[src/rtl/xgemac_rx_pkt_source.sv]
// xgemac_rx_pkt_source
//
// MAC-side source of the packet receive interface. Frame words arriving from
// the MAC RX datapath are stored in a circular buffer. They are presented on
// pkt_rx_* only once a complete frame, meaning its eop word, has been stored.
// This way a consumer never starts reading a frame that could stall halfway.
//
// Ports:
//   clk, rst         clock, asynchronous active-high reset
//   wr_val           write-side word valid (no backpressure; see wr_full)
//   wr_data          write word
//   wr_sop/wr_eop    first / last word of frame
//   wr_mod           valid bytes on eop word (0 = all bytes)
//   wr_err           frame error, carried on eop word
//   wr_full          buffer holds DEPTH words; writes while high are dropped
//   drop_cnt         saturating count of dropped writes
//   pkt_rx_ren       read enable from consumer
//   pkt_rx_avail     at least one complete frame stored
//   pkt_rx_val       read word valid (one cycle after an honoured ren)
//   pkt_rx_data      read word
//   pkt_rx_sop/eop   read word is first / last of frame
//   pkt_rx_mod       valid bytes on eop word
//   pkt_rx_err       frame error, meaningful only with pkt_rx_eop
//
// Handshake: the consumer asserts pkt_rx_ren. A word is popped on a rising
// edge only if ren=1 and a complete frame is stored before that edge. The
// popped word then appears with pkt_rx_val=1 during the following cycle. A
// ren that is not honoured produces val=0. Nothing is lost, because the
// consumer only ever reads words that are stored.
// The write side has no ready signal. Upstream must watch wr_full. Words
// written while wr_full is high are discarded and counted in drop_cnt.

module xgemac_rx_pkt_source #(
  parameter int DATA_WIDTH = 64,
  parameter int MOD_WIDTH  = 3,
  parameter int DEPTH      = 16
) (
  input  logic                  clk,
  input  logic                  rst,
  input  logic                  wr_val,
  input  logic [DATA_WIDTH-1:0] wr_data,
  input  logic                  wr_sop,
  input  logic                  wr_eop,
  input  logic [MOD_WIDTH-1:0]  wr_mod,
  input  logic                  wr_err,
  output logic                  wr_full,
  output logic [15:0]           drop_cnt,
  input  logic                  pkt_rx_ren,
  output logic                  pkt_rx_avail,
  output logic                  pkt_rx_val,
  output logic [DATA_WIDTH-1:0] pkt_rx_data,
  output logic                  pkt_rx_sop,
  output logic                  pkt_rx_eop,
  output logic [MOD_WIDTH-1:0]  pkt_rx_mod,
  output logic                  pkt_rx_err
);

  localparam int ADDR_WIDTH = $clog2(DEPTH);
  localparam int CNT_W      = ADDR_WIDTH + 1;
  // Entry layout, MSB first: {data, sop, eop, mod, err}
  localparam int ENTRY_W    = DATA_WIDTH + MOD_WIDTH + 3;
  localparam int SOP_BIT    = MOD_WIDTH + 2;
  localparam int EOP_BIT    = MOD_WIDTH + 1;

  localparam logic [CNT_W-1:0]      CNT_ONE  = 1;
  localparam logic [CNT_W-1:0]      CNT_FULL = DEPTH;
  localparam logic [ADDR_WIDTH-1:0] PTR_ONE  = 1;

  logic [ENTRY_W-1:0]    mem [DEPTH];
  logic [ADDR_WIDTH-1:0] wr_ptr;
  logic [ADDR_WIDTH-1:0] rd_ptr;
  logic [CNT_W-1:0]      word_cnt;
  logic [CNT_W-1:0]      word_cnt_nxt;
  logic [CNT_W-1:0]      pkt_cnt;
  logic [CNT_W-1:0]      pkt_cnt_nxt;
  logic                  wr_acc;
  logic                  pop;
  logic                  pkt_inc;
  logic                  pkt_dec;
  logic [ENTRY_W-1:0]    wr_entry;
  logic [ENTRY_W-1:0]    rd_entry;

  // wr_full is the registered view of the pre-edge word count. A pop in the
  // same cycle therefore never opens room for a write while full.
  assign wr_acc   = wr_val & ~wr_full;
  // Pops are gated on complete frames only, so partial frames stay put.
  assign pop      = pkt_rx_ren & (pkt_cnt != '0);
  assign wr_entry = {wr_data, wr_sop, wr_eop, wr_mod, wr_err};
  assign rd_entry = mem[rd_ptr];
  assign pkt_inc  = wr_acc & wr_eop;
  assign pkt_dec  = pop & rd_entry[EOP_BIT];

  always_comb begin
    word_cnt_nxt = word_cnt;
    if (wr_acc && !pop)
      word_cnt_nxt = word_cnt + CNT_ONE;
    else if (!wr_acc && pop)
      word_cnt_nxt = word_cnt - CNT_ONE;
  end

  always_comb begin
    pkt_cnt_nxt = pkt_cnt;
    if (pkt_inc && !pkt_dec)
      pkt_cnt_nxt = pkt_cnt + CNT_ONE;
    else if (!pkt_inc && pkt_dec)
      pkt_cnt_nxt = pkt_cnt - CNT_ONE;
  end

  // Storage is not reset; pointers and counts define what is valid.
  always_ff @(posedge clk) begin
    if (wr_acc)
      mem[wr_ptr] <= wr_entry;
  end

  always_ff @(posedge clk or posedge rst) begin
    if (rst) begin
      wr_ptr       <= '0;
      rd_ptr       <= '0;
      word_cnt     <= '0;
      pkt_cnt      <= '0;
      wr_full      <= 1'b0;
      drop_cnt     <= '0;
      pkt_rx_avail <= 1'b0;
      pkt_rx_val   <= 1'b0;
      pkt_rx_data  <= '0;
      pkt_rx_sop   <= 1'b0;
      pkt_rx_eop   <= 1'b0;
      pkt_rx_mod   <= '0;
      pkt_rx_err   <= 1'b0;
    end else begin
      word_cnt     <= word_cnt_nxt;
      pkt_cnt      <= pkt_cnt_nxt;
      wr_full      <= (word_cnt_nxt == CNT_FULL);
      pkt_rx_avail <= (pkt_cnt_nxt != '0);

      if (wr_acc)
        wr_ptr <= wr_ptr + PTR_ONE;

      if (wr_val && wr_full && (drop_cnt != 16'hFFFF))
        drop_cnt <= drop_cnt + 16'd1;

      if (pop) begin
        rd_ptr      <= rd_ptr + PTR_ONE;
        pkt_rx_val  <= 1'b1;
        pkt_rx_data <= rd_entry[ENTRY_W-1 -: DATA_WIDTH];
        pkt_rx_sop  <= rd_entry[SOP_BIT];
        pkt_rx_eop  <= rd_entry[EOP_BIT];
        pkt_rx_mod  <= rd_entry[MOD_WIDTH:1];
        pkt_rx_err  <= rd_entry[0];
      end else begin
        // data and mod hold their last value; the flags clear.
        pkt_rx_val  <= 1'b0;
        pkt_rx_sop  <= 1'b0;
        pkt_rx_eop  <= 1'b0;
        pkt_rx_err  <= 1'b0;
      end
    end
  end

endmodule

[config.mk]
export PLATFORM = sky130hd
export DESIGN_NAME = xgemac_rx_pkt_source
export DESIGN_NICKNAME = d
export VERILOG_FILES = /design/src/rtl/xgemac_rx_pkt_source.sv
export SDC_FILE = /design/constraint.sdc
export NUM_CORES = 1
export LEC_CHECK = 0
export BUFFER_PORTS_ARGS = -buffer_cell sky130_fd_sc_hd__buf_4
export CAP_MARGIN = 10
export CELL_PAD_IN_SITES_DETAIL_PLACEMENT = 1
export CELL_PAD_IN_SITES_GLOBAL_PLACEMENT = 1
export CORE_ASPECT_RATIO = 1.2
export CORE_MARGIN = 3
export CORE_UTILIZATION = 52
export DETAILED_ROUTE_END_ITERATION = 10
export MAX_ROUTING_LAYER = met4
export PLACE_DENSITY = 0.82
export SLEW_MARGIN = 40
export SYNTH_ARGS = -nofsm -noshare
export SYNTH_HDL_FRONTEND = slang
export SYNTH_SLANG_ARGS = --single-unit
[constraint.sdc]
create_clock -name clk -period 4 [get_ports clk]
set_clock_uncertainty 0.05 [all_clocks]
set_input_delay 0.8 -clock clk [delete_from_list [all_inputs] [get_ports clk]]
set_output_delay 0.8 -clock clk [all_outputs]
set_load 0.01 [all_outputs]
==> results of run 1 <==
-- per-stage QoR --
step | hold slack [ns] | cell area [um2] | worst slack, ns
after floorplan | 0.4174 | 46760 | 0.2710
after global placement | 0.4117 | 49780 | 1.026
after detailed placement | 0.4141 | 49800 | 0.9248
after CTS | 0.1640 | 53650 | 0.9536
after global routing | 0.1803 | 53660 | 0.8271
final | 0.1383 | 53670 | 0.9223
-- routing by layer --
metal | vias to the layer above | global-route usage | part of all wire
li1 | 9198 | - | -
met3 | 195 | 0.03572 | 0.074
met1 | 12283 | 0.3466 | 0.37
met5 | - | - | 0
met4 | 0 | 0.07807 | 0.024
met2 | 1224 | 0.4496 | 0.53
-- area by class of cell --
cell class | count | area [um2] | area share
antenna | 5 | 12.51 | 0.0002331
clock buffer | 150 | 3131 | 0.05833
clock inverter | 63 | 718.2 | 0.01338
inverter | 14 | 66.31 | 0.001236
multi-input combinational | 759 | 9936 | 0.1851
sequential | 1227 | 36320 | 0.6768
tap | 1149 | 1438 | 0.02679
timing repair buffer | 228 | 2043 | 0.03807
-- where the power goes --
| part | internal [W] | switching [W] |
|---|---|---|
| logic | 0.00504 | 0.00563 |
| registers | 0.0157 | 0.000959 |
| clock network | 0.00637 | 0.00481 |
| total | 0.0271 | 0.0114 |
-- sequential cells by signal, summed over array words and instances (netlist names), 3 cells and up --
name and count:
pkt_rx_mod 3, pkt_rx_data 64, word_cnt 5, rd_ptr 4, mem 1120, wr_ptr 4, drop_cnt 16, pkt_cnt 5
-- Yosys cell counts, types with 12 or more instances --
| cell | instances | area [um2] |
|---|---|---|
| nand3_1 | 12 | 60.06 |
| o21ai_0 | 14 | 70.07 |
| dfrtp_1 | 107 | 2678 |
| nand2_1 | 191 | 716.9 |
| edfxtp_1 | 1120 | 33630 |
| o22ai_1 | 14 | 87.58 |
| inv_1 | 12 | 45.04 |
| clkbuf_1 | 54 | 202.7 |
| and2_1 | 22 | 137.6 |
| mux2i_1 | 24 | 240.2 |
| xnor2_1 | 22 | 192.7 |
| a211oi_1 | 16 | 120.1 |
| mux4_2 | 323 | 7274 |
| buf_2 | 24 | 120.1 |
-- kinds of logic after synthesis --
group                      Yosys count  share of synthesized area
AOI/OAI and AO/OA                   81                    0.01226
xor gates and xnor gates            32                   0.006154
adders and majority gates           11                   0.002890
buffers and inverters              116                    0.01196
DFF                               1227                     0.7765
muxes                              356                     0.1631
and+or+nand+nor                    279                    0.02711
-- final timing paths --
check / end / slack [ns] / cells after the start
max in group asynchronous: pkt_rx_data[35] / 2.88 / 3
worst min register to register: pkt_rx_data[21] / 0.42 / 2
worst min-delay path: pkt_rx_data[57] / 0.14 / 2
worst max-delay path: pkt_cnt[1] / 0.92 / 6
min in group clk: mem[9][32] / 0.36 / 1
worst max register to register: pkt_cnt[1] / 0.92 / 6
-- cells in the final DEF (no fill, tap or decap), types with 13 or more instances in the layout --
cell type and instances:
buf_12 25, o21ai_0 14, clkbuf_16 116, o22ai_1 14, clkinv_2 24, buf_4 198, bufinv_16 13, and2_4 16
edfxtp_1 1120, dfrtp_1 104, nand2_1 191, clkbuf_1 24, mux2i_1 24, xnor2_1 22, mux4_2 323, a211oi_1 16
-- worst register-to-register path: cells and delay by family (launching register included) --
family | cells | cell delay (ns)
AND/OR/NAND/NOR | 3 | 0.83
flip-flops | 1 | 0.88
AO/OA/AOI/OAI | 1 | 0.40
multiplexers | 1 | 0.41
buffers and inverters | 1 | 0.39
==> key figures, run 1 <==
Drt
  – Drt pass-1 iters: 7
  – 1st-iter DRT viols: roughly 2.8k
  – Post-Route WL: around 120,000 um
  – Wire length per cell: about 33 um
  – Vias per cell: around 6.4
  – DR vias: 22.90k
  – Post-route ant nets: 0
  – DRC viols: 0

Pwr
  – Power, Total: ~0.038 W
  – Total power per unit cell area: ~720 mW/mm2
  – P_leak: approximately 18 nW
  – VDD IR max: around 0.48 mV

STA
  – Crit path time final: roughly 3 ns
  – Setup TNS: 0 ns
  – Worst-margin pin slew: about 0.79 ns
  – Final hold viol count: 0
  – Slew margin rel.: 0.4731
  – Fmax: ~320 MHz
  – Count of pins over their slew limit: 0
  – Period utilization: 0.7694
  – RSZ-0062 raised after global routing: no
  – Setup violators final: 0

Finish
  – Fillers: between 7k and 8k
  – Finished Core Util: 0.6068
  – Nets: between 2k and 2.5k
  – Area Overhead vs Synth: 14.77%
  – Layout cells sized above 1: 0.3138
  – Non-filler instance count after layout: ~3.6k

Logic synthesis
  – Syn Inst Count: between 2k and 2.5k
  – Syn. warnings: 0
  – Fraction of registers with async set/reset: 0.08720
  – Average size of a mapped cell: 22.25 um2
  – Synth Register Bits: roughly 1.2k
  – Synth Cell Area: ~0.047 mm2
  – Distinct cells, synth: 53
  – Seq/Total Area, Yosys: 0.7765
  – EDFF count, synth: 1,120
  – Main synth FF type: edfxtp_1
  – Synthesized net count: 2,186

Clock tree
  – # H-tree levels: 3
  – Resized cells post-CTS: 0
  – Clk buf depth: 3
  – Total CTS buffers: between 100 and 150
  – Post-CTS setup buffer count: 0
  – Hold Buf Count CTS: 0
  – Root buffer cell: clkbuf_16
  – Worst skew pair latency: between 0.7 and 0.8 ns
  – Clock tree sinks: 1,227
  – CTS tree: yes
  – Clk slew on worst S/H paths: around 0.07 ns

Global route
  – Gr usage total: 0.2673
  – Pin count of the biggest net entering global routing: just over 100
  – First-pass GRT wire length: roughly 180,000 um
  – GR Overflow Total: 0
  – Initial antenna violation count: 4
  – Vias in the first global route: between 20k and 25k

Floorplanning
  – Rows: about 120
  – Full die area: 0.09357 mm2
  – Core Footprint: 0.08844 mm2
  – IO Pins: approximately 160
  – Starting Density: 0.5287
  – Die Ht: between 300 and 400 um
  – Die width: 279.7 um

Critical path
  – CP required: between 4 and 5 ns
  – Worst-path fanout max: 35
  – CP Capture Type: register
  – WP data arrival: 3.60 ns
  – Setup Crit Path Kind: register to register
  – Worst path slowest cell: dfrtp_4
  – CP startpoint: rd_ptr[0]
  – Reg2reg start: rd_ptr[0]
  – Crit-path cells: buf_12 -> mux2_2 -> o22ai_1 -> nor3_1 -> or4_1 -> nor4b_1
  – Critical Path Start Type: register
  – Top delay family on crit path: flip-flops
  – WP buf/inv: 1
  – Max incr delay on CP: approximately 0.9 ns

Placed design
  – Port Buf Inserts: between 150 and 200
  – DP Wirelength: approximately 64,000 um
  – # placed instances: 3,377
  – GP Congestion: around 0.76

Hold path
  – HP Class: input port to async pin

Job
  – Max-cap violation count: 0

Outcome
  – Outcome: complete, no violations
(Power assumes the default switching activity.)
==> run 2: changes to the inputs <==
Settings changed: CORE_UTILIZATION 52 to 49, PLACE_DENSITY 0.82 to 0.81.
Clock period 4 ns to 2.5 ns, I/O delays scaled along.
==> key figures, run 2 (synthesis results as in run 1) <==
Critical path
  – WP data arrival: ~3.0 ns
  – CP Capture Type: register
  – Setup Crit Path Kind: register to register
  – Worst-path fanout max: 5
  – Critical Path Start Type: register
  – CP required: roughly 3 ns

Finish
  – Max reg flops: roughly 1.1k
  – Biggest register: mem
  – Post-route cell area: approximately 0.055 mm2
  – Commonest non-fill, non-tap cell in the layout: edfxtp_1
  – Non-filler instance count after layout: roughly 3.8k
  – Nets: 2,482
  – Largest registers: mem: 1120 flops, pkt_rx_data: 64 flops, drop_cnt: 16 flops
  – Most frequent cells in the layout: edfxtp_1, mux4_2, buf_4
  – Area Overhead vs Synth: 17.15%
  – Layout cells sized above 1: 0.3284

Drt
  – 1st-iter DRT viols: between 2k and 3k
  – DRC viols: 0
  – Post-route ant nets: 0
  – DR vias: roughly 24k
  – Drt pass-1 iters: 5
  – Post-Route WL: 125,900 um
  – Vias per cell: 6.262
  – Wire length per cell: between 30 and 40 um

Clock tree
  – # H-tree levels: 3
  – Root buffer cell: clkbuf_16
  – CTS tree: yes
  – Worst skew pair latency: ~0.7 ns
  – Clk slew on worst S/H paths: 0.07 ns
  – Clock tree sinks: between 1k and 1.5k
  – Total CTS buffers: about 110
  – Post-CTS setup buffer count: 0
  – Clk buf depth: 3

STA
  – RSZ-0062 raised after global routing: yes
  – Period utilization: 0.9883
  – Count of pins over their slew limit: 0
  – Final hold viol count: 0
  – Setup TNS: 0 ns
  – Slew margin rel.: 0.6232
  – Crit path time final: ~2.5 ns
  – Setup violators final: 0
  – WHS: around 0.053 ns
  – Worst-margin pin slew: approximately 0.56 ns
  – Fmax: approximately 400 MHz

Pwr
  – VDD IR max: approximately 0.70 mV
  – Power, Total: between 0.06 and 0.07 W
  – NetSw: 0.01862 W
  – Switching share of total power: 0.2981
  – Reg power frac: 0.422
  – P_leak: 18.33 nW
  – Total power per unit cell area: 1141 mW/mm2
  – Clock group share of total power: 0.277
  – Combinational share of power: 0.301
  – Pint: between 0.04 and 0.05 W

Placed design
  – # placed instances: 3,532
  – GP Congestion: between 0.7 and 0.8
  – DP Wirelength: 66,500 um
  – Placed Area: 0.05094 mm2
  – Port Buf Inserts: 162

Floorplanning
  – Full die area: 0.09919 mm2
  – Starting Density: 0.4965
  – Core Footprint: roughly 0.094 mm2
  – Die width: ~290 um
  – Rows: roughly 120
  – Die Ht: ~340 um
  – IO Pins: between 150 and 200

Global route
  – Initial antenna violation count: 7
  – Gr usage total: 0.2655
  – First-pass GRT wire length: approximately 180,000 um
  – Pin count of the biggest net entering global routing: a little under 80
  – GR Overflow Total: 0
  – Vias in the first global route: around 25k

Hold path
  – HP Class: input port to register

Job
  – Max-cap violation count: 0

Outcome
  – Outcome: complete, no violations
## run 2: cell types whose count changed in the layout (fill, tap and decap cells not counted), moves of 3 or more
cell	change
buf_4	+7
buf_6	-4
buf_12	+47
buf_16	+3
inv_8	-3
clkinv_1	+11
diode_2	+4
clkinv_2	-7
## run 2: through the flow
step                setup slack, ns  utilization
global route               -0.03331       0.5816
CTS                        0.002727       0.5803
finish                      0.02920       0.5816
detailed placement          -0.1314       0.5408
global placement            0.02362       0.5408
floorplan                    0.1306            -
## run 2: final cells by class
type | count | area (um2)
Antenna cell | 9 | 22.52
Tap cell | 1250 | 1564
Inverter | 14 | 66.31
Fill cell | 7862 | 39410
Multi-Input combinational cell | 759 | 10020
Clock buffer | 148 | 3059
Timing Repair Buffer | 284 | 3124
Sequential cell | 1227 | 36320
Clock inverter | 62 | 606.8
## run 2: worst paths after layout
check | start | end | slack, ns | cells after the start
setup / recovery | pkt_cnt[0] | pkt_cnt[1] | 0.03 | 7
hold / removal | wr_data[20] | mem[0][26] | 0.05 | 1
setup reg to reg | pkt_cnt[0] | pkt_cnt[1] | 0.03 | 7
hold reg to reg | pkt_rx_data[3] | pkt_rx_data[3] | 0.43 | 2
max in group asynchronous | rst | pkt_rx_data[60] | 1.22 | 5
min in group asynchronous | rst | drop_cnt[3] | 0.38 | 3
## run 2: routing by layer
metal,up-vias,wire length (um),GRT usage,part of all wire
li1,9324,-,-,-
met1,12548,45660,0.3337,0.36
met2,1360,65880,0.4467,0.52
met3,269,10180,0.04666,0.081
met4,0,4227,0.08045,0.034
met5,-,0,-,0
## run 2: worst max-delay path, stage by stage (launching register included)
cell	delay (ns)
dfrtp_1	0.39
inv_1	0.17
ha_4	0.18
or4b_4	0.53
o2111ai_2	0.14
nor3_2	0.12
or4_1	0.57
nor4b_2	0.19
## run 2: power groups by stage
stage | logic [W] | registers (W) | clock network (W)
2_1_floorplan | 0.0113 | 0.0264 | 0
3_3_place_gp | 0.0173 | 0.0264 | 0
3_5_place_dp | 0.0181 | 0.0266 | 0
4_1_cts | 0.0187 | 0.0264 | 0.0175
5_1_grt | 0.0198 | 0.0265 | 0.0184
6_report | 0.0188 | 0.0263 | 0.0173
## run 2: what timing repair did
action | in CTS | in global routing
cloned | 0 | 1
setup endpoints to repair | 2 | 9
hold buffers | 1 | 0
gates resized for setup | 9 | 12
hold endpoints to repair | 20 | 0
